**config.mk**
```make
export PLATFORM = sky130hd
export DESIGN_NAME = vga_draw_engine_flat
export DESIGN_NICKNAME = d
export VERILOG_FILES = /design/src/rtl/vga_draw_pkg.sv /design/src/rtl/vga_draw_if.sv /design/src/rtl/vga_draw_walker.sv /design/src/rtl/vga_draw_engine.sv /design/src/flat_wrapper.sv
export SDC_FILE = /design/constraint.sdc
export NUM_CORES = 1
export LEC_CHECK = 0
export ABC_AREA = 1
export BUFFER_PORTS_ARGS = -buffer_cell sky130_fd_sc_hd__buf_2
export CAP_MARGIN = 30
export CORE_MARGIN = 5
export CORE_UTILIZATION = 54
export DETAILED_ROUTE_END_ITERATION = 10
export PLACE_DENSITY = 0.77
export SYNTH_ARGS = -nofsm -noshare
export SYNTH_HDL_FRONTEND = slang
export SYNTH_HIERARCHICAL = 1
export SYNTH_SLANG_ARGS = --single-unit
export TNS_END_PERCENT = 50
```
**constraint.sdc**
```tcl
create_clock -name clk -period 4.9 [get_ports clk]
set_input_delay 0.98 -clock clk [delete_from_list [all_inputs] [get_ports clk]]
set_output_delay 0.98 -clock clk [all_outputs]
set_load 0.01 [all_outputs]
```
**src/rtl/vga_draw_pkg.sv**
```systemverilog
// rtl/vga_draw_pkg.sv - shared op codes, glyph codes and FSM states for the draw engine
package vga_draw_pkg;

    typedef enum logic [1:0] {
        OP_BOX   = 2'd0,
        OP_FILL  = 2'd1,
        OP_CLEAR = 2'd2,
        OP_SHOW  = 2'd3
    } op_t;

    localparam logic [3:0] GLYPH_BLANK = 4'd0;
    localparam logic [3:0] GLYPH_VERT  = 4'd2;
    localparam logic [3:0] GLYPH_HORZ  = 4'd3;
    localparam logic [3:0] GLYPH_TL    = 4'd6;
    localparam logic [3:0] GLYPH_TR    = 4'd7;
    localparam logic [3:0] GLYPH_BR    = 4'd8;
    localparam logic [3:0] GLYPH_BL    = 4'd9;
    localparam logic [3:0] GLYPH_MAX   = GLYPH_BL;

    typedef enum logic [2:0] {
        S_IDLE, S_SETUP, S_STROBE, S_SKIP, S_CLR, S_SHOW, S_DONE, S_ERR
    } state_t;

    function automatic logic [3:0] box_glyph(input logic top, input logic bottom,
                                             input logic left, input logic right);
        if (top && left)          return GLYPH_TL;
        else if (top && right)    return GLYPH_TR;
        else if (bottom && right) return GLYPH_BR;
        else if (bottom && left)  return GLYPH_BL;
        else if (top || bottom)   return GLYPH_HORZ;
        else                      return GLYPH_VERT;
    endfunction

endpackage

```
**src/rtl/vga_draw_if.sv**
```systemverilog
// rtl/vga_draw_if.sv - drawing command channel between UI logic and the draw engine
interface vga_draw_if;
    logic       cmd_valid;
    logic       cmd_ready;
    logic [1:0] cmd_op;
    logic [6:0] cmd_x;
    logic [5:0] cmd_y;
    logic [6:0] cmd_w;
    logic [5:0] cmd_h;
    logic [3:0] cmd_glyph;

    modport master (output cmd_valid, cmd_op, cmd_x, cmd_y, cmd_w, cmd_h, cmd_glyph,
                    input  cmd_ready);
    modport slave  (input  cmd_valid, cmd_op, cmd_x, cmd_y, cmd_w, cmd_h, cmd_glyph,
                    output cmd_ready);
endinterface

```
**src/rtl/vga_draw_walker.sv**
```systemverilog
// rtl/vga_draw_walker.sv - raster cell walker; outputs describe the cell entered on this edge
module vga_draw_walker
    import vga_draw_pkg::*;
#(
    parameter int WIDTH  = 120,
    parameter int HEIGHT = 40
) (
    input  logic        clk,
    input  logic        rst,
    input  logic        load,
    input  logic        step,
    input  logic        box,
    input  logic [6:0]  x,
    input  logic [5:0]  y,
    input  logic [6:0]  w,
    input  logic [5:0]  h,
    output logic [15:0] addr,
    output logic        clipped,
    output logic        last,
    output logic        top,
    output logic        bottom,
    output logic        left,
    output logic        right
);
    logic [6:0]  col_q, x_q, w_q, n_col, sel_x, sel_w;
    logic [5:0]  row_q, y_q, h_q, n_row, sel_y, sel_h;
    logic [15:0] base_q, n_base;
    logic        box_q;
    logic [7:0]  cx, cy;

    always_comb begin
        sel_x  = load ? x : x_q;
        sel_y  = load ? y : y_q;
        sel_w  = load ? w : w_q;
        sel_h  = load ? h : h_q;
        n_col  = col_q;
        n_row  = row_q;
        n_base = base_q;
        if (load) begin
            n_col  = 7'd0;
            n_row  = 6'd0;
            // constant-coefficient product, reduces to a few adders
            n_base = 16'(y) * 16'(WIDTH);
        end else if (step) begin
            if (col_q == w_q - 7'd1) begin
                n_col  = 7'd0;
                n_row  = row_q + 6'd1;
                n_base = base_q + 16'(WIDTH);
            end else if (box_q && col_q == 7'd0 && row_q != 6'd0 && row_q != h_q - 6'd1) begin
                n_col = w_q - 7'd1;
            end else begin
                n_col = col_q + 7'd1;
            end
        end
        cx      = {1'b0, sel_x} + {1'b0, n_col};
        cy      = {2'b00, sel_y} + {2'b00, n_row};
        addr    = n_base + {8'h00, cx};
        clipped = (cx >= 8'(WIDTH)) || (cy >= 8'(HEIGHT));
        top     = (n_row == 6'd0);
        bottom  = (n_row == sel_h - 6'd1);
        left    = (n_col == 7'd0);
        right   = (n_col == sel_w - 7'd1);
        last    = (row_q == h_q - 6'd1) && (col_q == w_q - 7'd1);
    end

    always_ff @(posedge clk or posedge rst) begin
        if (rst) begin
            col_q  <= '0;
            row_q  <= '0;
            base_q <= '0;
            x_q    <= '0;
            y_q    <= '0;
            w_q    <= '0;
            h_q    <= '0;
            box_q  <= 1'b0;
        end else begin
            if (load || step) begin
                col_q  <= n_col;
                row_q  <= n_row;
                base_q <= n_base;
            end
            if (load) begin
                x_q   <= x;
                y_q   <= y;
                w_q   <= w;
                h_q   <= h;
                box_q <= box;
            end
        end
    end
endmodule

```
**src/rtl/vga_draw_engine.sv**
```systemverilog
// rtl/vga_draw_engine.sv - command-driven box/fill/clear/show sequencer; VGA_DRAW_AUTOSHOW_EN adds a trailing refresh
module vga_draw_engine
    import vga_draw_pkg::*;
#(
    parameter int WIDTH  = 120,
    parameter int HEIGHT = 40
) (
    input  logic        clk,
    input  logic        rst,
    vga_draw_if.slave   cmd,
    output logic        done,
    output logic        err,
    output logic        vga_write,
    output logic [15:0] vga_addr,
    output logic [15:0] vga_data,
    output logic        vga_clear,
    output logic        vga_activate
);
    state_t      state_q, state_d;
    logic        load, step, bad, op_box_q, sel_box;
    logic [3:0]  glyph_q, sel_glyph, cell_glyph;
    logic [15:0] walk_addr;
    logic        clipped, last, top, bottom, left, right;

    vga_draw_walker #(.WIDTH(WIDTH), .HEIGHT(HEIGHT)) u_walker (
        .clk     (clk),
        .rst     (rst),
        .load    (load),
        .step    (step),
        .box     (cmd.cmd_op == OP_BOX),
        .x       (cmd.cmd_x),
        .y       (cmd.cmd_y),
        .w       (cmd.cmd_w),
        .h       (cmd.cmd_h),
        .addr    (walk_addr),
        .clipped (clipped),
        .last    (last),
        .top     (top),
        .bottom  (bottom),
        .left    (left),
        .right   (right)
    );

    always_comb begin
        bad = ((cmd.cmd_op == OP_BOX)  && (cmd.cmd_w < 7'd2 || cmd.cmd_h < 6'd2)) ||
              ((cmd.cmd_op == OP_FILL) && (cmd.cmd_w == 7'd0 || cmd.cmd_h == 6'd0 ||
                                           cmd.cmd_glyph > GLYPH_MAX));
        sel_box    = load ? (cmd.cmd_op == OP_BOX) : op_box_q;
        sel_glyph  = load ? cmd.cmd_glyph : glyph_q;
        cell_glyph = sel_box ? box_glyph(top, bottom, left, right) : sel_glyph;
    end

    always_comb begin
        state_d = state_q;
        load    = 1'b0;
        step    = 1'b0;
        case (state_q)
            S_IDLE: begin
                if (cmd.cmd_valid) begin
                    if (cmd.cmd_op == OP_CLEAR)     state_d = S_CLR;
                    else if (cmd.cmd_op == OP_SHOW) state_d = S_SHOW;
                    else if (bad)                   state_d = S_ERR;
                    else begin
                        load    = 1'b1;
                        state_d = clipped ? S_SKIP : S_SETUP;
                    end
                end
            end
            S_SETUP: state_d = S_STROBE;
            S_STROBE, S_SKIP: begin
                if (last) begin
`ifdef VGA_DRAW_AUTOSHOW_EN
                    state_d = S_SHOW;
`else
                    state_d = S_DONE;
`endif
                end else begin
                    step    = 1'b1;
                    state_d = clipped ? S_SKIP : S_SETUP;
                end
            end
            S_CLR, S_SHOW:  state_d = S_DONE;
            S_DONE, S_ERR:  state_d = S_IDLE;
            default:        state_d = S_IDLE;
        endcase
    end

    // strobes are decoded from the next state so every output leaves a flop
    always_ff @(posedge clk or posedge rst) begin
        if (rst) begin
            state_q       <= S_IDLE;
            cmd.cmd_ready <= 1'b0;
            done          <= 1'b0;
            err           <= 1'b0;
            vga_write     <= 1'b0;
            vga_clear     <= 1'b0;
            vga_activate  <= 1'b0;
            vga_addr      <= '0;
            vga_data      <= '0;
            op_box_q      <= 1'b0;
            glyph_q       <= GLYPH_BLANK;
        end else begin
            state_q       <= state_d;
            cmd.cmd_ready <= (state_d == S_IDLE);
            done          <= (state_d == S_DONE);
            err           <= (state_d == S_ERR);
            vga_write     <= (state_d == S_STROBE);
            vga_clear     <= (state_d == S_CLR);
            vga_activate  <= (state_d == S_SHOW);
            if (load) begin
                op_box_q <= (cmd.cmd_op == OP_BOX);
                glyph_q  <= cmd.cmd_glyph;
            end
            if (load || step) begin
                vga_addr <= walk_addr;
                vga_data <= {12'h000, cell_glyph};
            end
        end
    end
endmodule
```
**src/flat_wrapper.sv**
```systemverilog
// flat-port wrapper written by rule: the top's interface ports become plain ports
module vga_draw_engine_flat import vga_draw_pkg::*;
#(
    parameter int WIDTH  = 120,
    parameter int HEIGHT = 40
)
  (clk, rst, done, err, vga_write, vga_addr, vga_data, vga_clear, vga_activate, cmd_cmd_valid, cmd_cmd_op, cmd_cmd_x, cmd_cmd_y, cmd_cmd_w, cmd_cmd_h, cmd_cmd_glyph, cmd_cmd_ready);
  vga_draw_if cmd_i ();
  input  logic clk;
  input  logic rst;
  output logic done;
  output logic err;
  output logic vga_write;
  output logic [15:0] vga_addr;
  output logic [15:0] vga_data;
  output logic vga_clear;
  output logic vga_activate;
  input wire logic [$bits(cmd_i.cmd_valid)-1:0] cmd_cmd_valid;
  input wire logic [$bits(cmd_i.cmd_op)-1:0] cmd_cmd_op;
  input wire logic [$bits(cmd_i.cmd_x)-1:0] cmd_cmd_x;
  input wire logic [$bits(cmd_i.cmd_y)-1:0] cmd_cmd_y;
  input wire logic [$bits(cmd_i.cmd_w)-1:0] cmd_cmd_w;
  input wire logic [$bits(cmd_i.cmd_h)-1:0] cmd_cmd_h;
  input wire logic [$bits(cmd_i.cmd_glyph)-1:0] cmd_cmd_glyph;
  output wire logic [$bits(cmd_i.cmd_ready)-1:0] cmd_cmd_ready;
  assign cmd_i.cmd_valid = cmd_cmd_valid;
  assign cmd_i.cmd_op = cmd_cmd_op;
  assign cmd_i.cmd_x = cmd_cmd_x;
  assign cmd_i.cmd_y = cmd_cmd_y;
  assign cmd_i.cmd_w = cmd_cmd_w;
  assign cmd_i.cmd_h = cmd_cmd_h;
  assign cmd_i.cmd_glyph = cmd_cmd_glyph;
  assign cmd_cmd_ready = cmd_i.cmd_ready;
  vga_draw_engine #(.WIDTH(WIDTH), .HEIGHT(HEIGHT)) u_core (.clk(clk), .rst(rst), .cmd(cmd_i), .done(done), .err(err), .vga_write(vga_write), .vga_addr(vga_addr), .vga_data(vga_data), .vga_clear(vga_clear), .vga_activate(vga_activate));
endmodule
```
== Yosys cells after proc, flatten, opt, wreduce, memory -nomap -nowiden ==
Cells that the tools add are included.

* Output and inout bits: 38
* Bits of input ports: 35
* Logic and storage cells: 120
* Memories kept: 0
* Bits in latches: 0
* RAM bits: 0
* Flip-flop bits (word level): 90
* Bits in read-only memories: 0

* Muxes and demuxes: 36
* Shifts and indexed selects: 0
* Bitwise logic cells: 0
* $add $sub $neg: 10
* Equality and inequality tests: 20
* Div/mod/pow operators: 0
* Order comparisons: 5
* Multipliers: 1
* Reductions and logical operators: 29

{| class="wikitable"
|+ Operator list
! operator !! number
|-
| two-way mux 16 bit || 3
|-
| two-way mux 7 bit || 6
|-
| two-way mux 6 bit || 5
|-
| equality test 3 bit (second input constant) || 8
|-
| two-way mux 4 bit || 6
|-
| zero test 7 bit || 3
|-
| adder 16 x 7 -> 16 bit (second input constant) || 1
|-
| adder 16 x 8 -> 16 bit || 1
|-
| two-way mux 3 bit || 5
|-
| one-hot mux 3 bit (5 select lines) || 1
|-
| equality test 7 bit || 2
|-
| subtractor 7 x 1 -> 7 bit (second input constant) || 2
|-
| equality test 6 bit || 2
|-
| zero test 6 bit || 2
|-
| subtractor 6 x 1 -> 6 bit (second input constant) || 2
|-
| logical AND 1 bit || 10
|-
| multiplier 6 x 4 -> 10 bit (second input constant) || 1
|-
| equality test 3 x 2 -> 1 bit (second input constant) || 3
|-
| two-way mux 1 bit || 9
|-
| adder 7 x 7 -> 8 bit || 1
|-
| >= comparator 8 x 7 -> 1 bit (second input constant) || 1
|-
| adder 6 x 6 -> 7 bit || 1
|-
| adder 7 x 1 -> 7 bit (second input constant) || 1
|-
| >= comparator 7 x 6 -> 1 bit (second input constant) || 1
|-
| other kinds (14) || 24
|}

== Depth between registers and ports, before layout ==
* Word-level depth: 21
* Gate-level depth with buffers: 38
* Mapped depth without buffers: 38

== Hierarchy ==
Netlist, hierarchy kept.

{| class="wikitable"
|+ By module, submodules not included
! module !! seq. area each (µm²) !! area an instance (µm²) !! instances !! cells an instance
|-
| vga_draw_walker || 1401.3 || 5175.0 || 1 || 709
|-
| vga_draw_engine || 850.8 || 1719.1 || 1 || 224
|}

== Least setup slack after synthesis ==
OpenSTA, ideal clock, no wires.

* Path type: input to register
* From: input port cmd_cmd_h[3]
* To: register u_core.vga_addr[13]
* Cell stages on the path: 33
* Data required time: 4.783 ns
* Buffers on the path: 4
* Setup slack: -0.351 ns
* Data arrival time: 5.134 ns
* Library setup time: 0.117 ns
* Cells stage by stage: nor2_1 -> nand3_1 -> nand3_1 -> nand2_1 -> nand3_4 -> inv_1 -> inv_1 -> buf_4 -> buf_2 -> clkbuf_1 -> clkbuf_1 -> nand2_1 -> nand2_1 -> ha_1 -> inv_1 -> fa_1 -> inv_1 -> nand3_1 -> nand2_1 -> nand3_1 -> and2_1 -> ha_1 -> nand2_1 -> o21ai_0 -> nand3_1 -> nand2_1 -> a21o_1 -> nand2_2 -> nor2_4 -> nand2_1 -> xor2_1 -> nand2_1 -> nand2_1

* Word-level cells in the longest chain between the ends: 13
* Elaborated cells on any way between the ends: 19
* Those cells by class: 2 x add/sub; 1 x order compare; 8 x mux; 8 x reduce/logical

{| class="wikitable"
|+ RTL lines
! item !! RTL line !! text
|-
| start: declaration || flat_wrapper.sv:23 || <nowiki>input wire logic [$bits(cmd_i.cmd_h)-1:0] cmd_cmd_h;</nowiki>
|-
| branches (longest 4 deep; another with less-than comparator 6 x 2 -> 1 bit) || n/a ||
|-
| logical OR 1 bit * || vga_draw_engine.sv:45 || <nowiki>bad = ((cmd.cmd_op == OP_BOX) && (cmd.cmd_w < 7'd2 || cmd.cmd_h < 6'd2)) ||</nowiki>
|-
| two-way mux 1 bit * || vga_draw_engine.sv:62 || <nowiki>else if (bad) state_d = S_ERR;</nowiki>
|-
| two-way mux 1 bit * || vga_draw_engine.sv:61 || <nowiki>else if (cmd.cmd_op == OP_SHOW) state_d = S_SHOW;</nowiki>
|-
| two-way mux 1 bit * || vga_draw_engine.sv:60 || <nowiki>if (cmd.cmd_op == OP_CLEAR) state_d = S_CLR;</nowiki>
|-
| two-way mux 1 bit * || vga_draw_engine.sv:59 || <nowiki>if (cmd.cmd_valid) begin</nowiki>
|-
| two-way mux 1 bit * || vga_draw_engine.sv:57 || <nowiki>case (state_q)</nowiki>
|-
| named net u_core.load || vga_draw_engine.sv:20 || <nowiki>logic load, step, bad, op_box_q, sel_box;</nowiki>
|-
| two-way mux 7 bit * || n/a ||
|-
| named net u_core.u_walker.sel_x[0] || vga_draw_walker.sv:25 || <nowiki>logic [6:0] col_q, x_q, w_q, n_col, sel_x, sel_w;</nowiki>
|-
| adder 7 x 7 -> 8 bit * || vga_draw_walker.sv:55 || <nowiki>cx = {1'b0, sel_x} + {1'b0, n_col};</nowiki>
|-
| adder 16 x 8 -> 16 bit * || vga_draw_walker.sv:57 || <nowiki>addr = n_base + {8'h00, cx};</nowiki>
|-
| named net u_core.walk_addr[13] || vga_draw_engine.sv:22 || <nowiki>logic [15:0] walk_addr;</nowiki>
|-
| end signal: assignment || vga_draw_engine.sv:115 || <nowiki>vga_addr <= walk_addr;</nowiki>
|-
| end: declaration || vga_draw_engine.sv:14 || <nowiki>output logic [15:0] vga_addr,</nowiki>
|}

Mark *: on every way through the listed nets, which the timed path passes.
A chain may end at the register's enable or synchronous reset.

== Worst setup path after layout ==
* From: register u_core.u_walker.w_q[2]
* To: register u_core.vga_clear

* Word-level cells in the longest chain between the ends: 17
* Elaborated cells on any way between the ends: 25
* Those cells by class: 3 x add/sub; 2 x order compare; 2 x eq/ne; 16 x mux; 2 x reduce/logical

{| class="wikitable"
|+ RTL lines
! item !! RTL line !! text
|-
| start: declaration || vga_draw_walker.sv:25 ||
|-
| start signal: assignment || vga_draw_walker.sv:85 || <nowiki>w_q <= w;</nowiki>
|-
| subtractor 7 x 1 -> 7 bit * || vga_draw_walker.sv:63 || <nowiki>last = (row_q == h_q - 6'd1) && (col_q == w_q - 7'd1);</nowiki>
|-
| equality test 7 bit * || vga_draw_walker.sv:63 ||
|-
| logical AND 1 bit * || vga_draw_walker.sv:63 ||
|-
| named net u_core.last || vga_draw_engine.sv:23 || <nowiki>logic clipped, last, top, bottom, left, right;</nowiki>
|-
| two-way mux 1 bit * || vga_draw_engine.sv:71 || <nowiki>if (last) begin</nowiki>
|-
| two-way mux 1 bit * || vga_draw_engine.sv:57 ||
|-
| named net u_core.step || vga_draw_engine.sv:20 ||
|-
| two-way mux 6 bit * || vga_draw_walker.sv:44 || <nowiki>end else if (step) begin</nowiki>
|-
| [1 not listed] || n/a ||
|-
| named net u_core.u_walker.n_row[0] || vga_draw_walker.sv:26 || <nowiki>logic [5:0] row_q, y_q, h_q, n_row, sel_y, sel_h;</nowiki>
|-
| [3 not listed] || n/a ||
|-
| named net u_core.clipped || vga_draw_engine.sv:23 ||
|-
| two-way mux 2 bit * || vga_draw_engine.sv:65, vga_draw_engine.sv:79 ||
|-
| two-way mux 3 bit || vga_draw_engine.sv:62 ||
|-
| two-way mux 3 bit || vga_draw_engine.sv:61 ||
|-
| two-way mux 3 bit || vga_draw_engine.sv:60 ||
|-
| two-way mux 3 bit || vga_draw_engine.sv:59 ||
|-
| one-hot mux 3 bit (5 select lines) * || vga_draw_engine.sv:57 ||
|-
| named net u_core.state_d[1] || vga_draw_engine.sv:19 || <nowiki>state_t state_q, state_d;</nowiki>
|-
| equality test 3 bit * || vga_draw_engine.sv:108 || <nowiki>vga_clear <= (state_d == S_CLR);</nowiki>
|-
| end signal: assignment || vga_draw_engine.sv:108 ||
|-
| end: declaration || vga_draw_engine.sv:16 || <nowiki>output logic vga_clear,</nowiki>
|}

The timed path passes the listed nets; every way through them passes the cells marked *.

==> results.json <==
{
  "slew_headroom_pct": 40.6,
  "whs_path_depth": 2,
  "r2r_setup_slack_ns": 0.28,
  "clkTransAtPathRegs_ns": 0.07,
  "htree_num_levels": 3,
  "hp-start": "u_core/vga_addr[6]",
  "critPathLaunchType": "flop",
  "yosys_warnings": 6,
  "gp_congestion": 0.952,
  "clkLatencyLatePin_ns": 0.35,
  "critPathSlowestCell": "dfrtp_1",
  "wire_per_inst_um": 13.3,
  "critPathMaxFanout": 6,
  "drt-vias-per-instance": 5.06,
  "fin_crit_ns": 4.62,
  "final_hold_viol_count": 0,
  "power_density_nw_per_um2": 194,
  "grt-ovfl-total": 0,
  "setup_violations": 0,
  "syn_inst": 933,
  "reg2regPathDepth": 33,
  "drtIter0Drc": 409,
  "required_ns": 5.18,
  "p_sw_share_pct": 25.9,
  "min_path_type": "flop to flop",
  "rows": 41,
  "syn_area_sq_um": 6890,
  "period_share_pct": 94.3,
  "netSwitchingPower_uw": 410,
  "antenna_found_initial": 0,
  "r2r_end": "u_core/vga_clear",
  "drt_pass1_iterations": 5,
  "slew_violations": 0,
  "total_power_uw": 1580,
  "p_int_uw": 1170,
  "detailedPlace.worstSlack_ns": -0.249,
  "met3_usage_pct": 3.84,
  "worst_slew_pin_slew_ns": 0.891,
  "drt_wl_total_mm": 16.3,
  "slowest_delay_ns": 0.49,
  "drive_gt1_share_pct": 20.2,
  "initial_utilization_pct": 54.9,
  "synth_xor_area_share_pct": 6.35,
  "numPortBuffers": 60,
  "met1_usage_pct": 30.2,
  "core_area_sq_um": 12600,
  "io_pins": 73,
  "whs_ns": 0.468,
  "ys_seq_elements": 90,
  "die_area_sq_um": 15100,
  "grt_util_all_layers_pct": 23.1,
  "synth-compound-area-share_pct": 7.57,
  "crit_path_end_kind": "flop",
  "area_growth_syn_to_layout_pct": 18.0,
  "clockBufferDepth": 2,
  "fmax_mhz": 216,
  "drc": 0,
  "leakage_uw": 0.00456,
  "status": "finished, final reports clean",
  "r2r-start": "u_core/u_walker/w_q[2]",
  "cp.arrival_ns": 4.91,
  "synthAdderAreaFrac_pct": 10.9,
  "grt_busiest_layer": "met2",
  "maxCapViolations": 0,
  "yosysSeqAreaShare_pct": 32.7,
  "p_seq_share_pct": 47.0,
  "timing.setup.tns_ns": 0,
  "cts_sinks": 90,
  "ys_types": 47,
  "postSynthAreaPerCell_sq_um": 7.39,
  "synth-simple-area-share_pct": 32.3,
  "pwr-share-clk_pct": 43.6,
  "worstSetupPathType": "flop to flop",
  "min_to": "u_core/vga_addr[6]",
  "nNetsFinal": 1136,
  "cp_common_cell": "nand2_1",
  "grt_pass1_vias": 6038,
  "ir_worst_vdd_v": 0.000166,
  "dieHeight_um": 123,
  "dp_hpwl_mm": 12.9,
  "cts_tree": "built",
  "synth_area_leader_cell": "dfrtp_1",
  "via_count": 6196,
  "synth_top_family_by_area": "simple AND/OR/NAND/NOR gates",
  "dp.cells": 1202,
  "synth_mux_area_share_pct": 0,
  "drtAntennaViolNets": 0,
  "setup_slack_ns": 0.277,
  "skew_ns": 0.00439,
  "ys_top_cells_by_area": "dfrtp_1, nand2_1, inv_1",
  "diodes": 0,
  "cts_buffers": 9,
  "synth_top_area_share_pct": 32.7,
  "grt_start_max_net_pins": 41,
  "final_cells": 1225,
  "comb_power_share_pct": 9.5,
  "met2_usage_pct": 38.5,
  "cts_root_buf": "clkbuf_16",
  "grt_pass1_wl_mm": 27.8,
  "die_w_um": 123
}
logic make-up (layout without fill, tap and decap cells):
kind of cell / Yosys count / in the layout
simple gates: 480 / 480
flops: 90 / 90
compound gates: 92 / 92
buf+inv: 167 / 276
fa+ha+maj: 53 / 53
xor+xnor: 50 / 50
other cells: 1 / 12
timing repair:
action / 4_1_cts / 5_1_grt
pin swaps: 4 / 12
resized for setup: 6 / 26
endpoints found under the setup margin: 10 / 14
buffers inserted: 2 / 5
hold buffers: 0 / 0
critical path, delay by kind of cell (launching register included):
kind / cells / cell delay [ns]
buffers and inverters: 7 / 0.74
adders and majority gates: 2 / 0.58
DFF: 1 / 0.49
xor gates and xnor gates: 1 / 0.15
and+or+nand+nor: 18 / 1.97
AOI/OAI and AO/OA: 5 / 0.63
area by class of cell:
type                            instances  area, sq um
Clock inverter                          6         53.8
Sequential cell                        90         2250
Tap cell                              172          215
Multi-Input combinational cell        687         4110
Inverter                              142          533
Fill cell                            1098         4430
Clock buffer                           10          239
Timing Repair Buffer                  118          736
cells in the final DEF, fill, tap and decap left out, types with 6 or more instances in the layout:
cell and n:
a21oi_1 25, buf_2 60, buf_4 58, clkbuf_16 9
conb_1 12, dfrtp_1 90, fa_1 11, ha_1 37
inv_1 135, inv_2 6, nand2_1 235, nand2_2 13
nand3_1 85, nand4_1 11, nor2_1 73, nor2_4 8
nor3_1 10, o21ai_0 43, o21ai_2 6, or2_2 17
xnor2_1 12, xor2_1 38
how the worst max path moves through the flow:
stage	depth (start not counted)	from	endpoint	slack [ns]
2_1_floorplan	32	cmd_cmd_h[3]	u_core/vga_addr[12]	0.01
3_3_place_gp	31	cmd_cmd_h[4]	u_core/vga_addr[13]	-0.16
3_5_place_dp	30	cmd_cmd_h[4]	u_core/vga_addr[12]	-0.25
4_1_cts	33	u_core/u_walker/w_q[0]	u_core/vga_addr[12]	0.001
5_1_grt	37	u_core/u_walker/w_q[1]	u_core/vga_addr[12]	-0.01
6_report	33	u_core/u_walker/w_q[2]	u_core/vga_clear	0.28
stage by stage:
step	utilization, %	cell area, sq um
after detailed placement	61.0	7670
after floorplan	-	6950
after global routing	64.7	8140
after CTS	63.6	8000
after global placement	61.0	7670
final	64.7	8140
power groups by stage:
stage / clock, uW / sequential [uW] / combinational, uW
after floorplan: 0 / 757 / 109
after global placement: 0 / 757 / 148
after detailed placement: 0 / 757 / 151
after CTS: 703 / 742 / 152
after global routing: 739 / 742 / 177
final: 688 / 742 / 149
routing by layer:
metal | share of wire, % | vias up
li1 | - | 3147
met1 | 44 | 2905
met2 | 50 | 116
met3 | 3.9 | 28
met4 | 2.4 | 0
met5 | 0 | -
state kept, by name, indices dropped and copies added (netlist names), 3 cells and up:
register                cells
u_core/u_walker/base_q     16
u_core/vga_addr            16
u_core/u_walker/col_q       7
u_core/u_walker/w_q         7
u_core/u_walker/x_q         7
u_core/u_walker/h_q         6
u_core/u_walker/row_q       6
u_core/u_walker/y_q         6
u_core/glyph_q              4
u_core/vga_data             4
u_core/state_q              3
synth_stat cells, drive strengths merged:
master / instances
nor4: 3
a22o: 1
a21o: 4
or2: 20
nand2: 250
nor2: 86
xor2: 38
a21boi: 1
ha: 41
buf: 21
o21ai: 50
nand3b: 5
a21oi: 29
o211ai: 3
clkbuf: 4
inv: 141
a31oi: 2
dfrtp: 90
conb: 1
o21bai: 2
nand4: 11
nand3: 91
fa: 12
and2: 1
nor3: 13
xnor2: 12
clkinv: 1
Power figures use the tool's default switching activity.
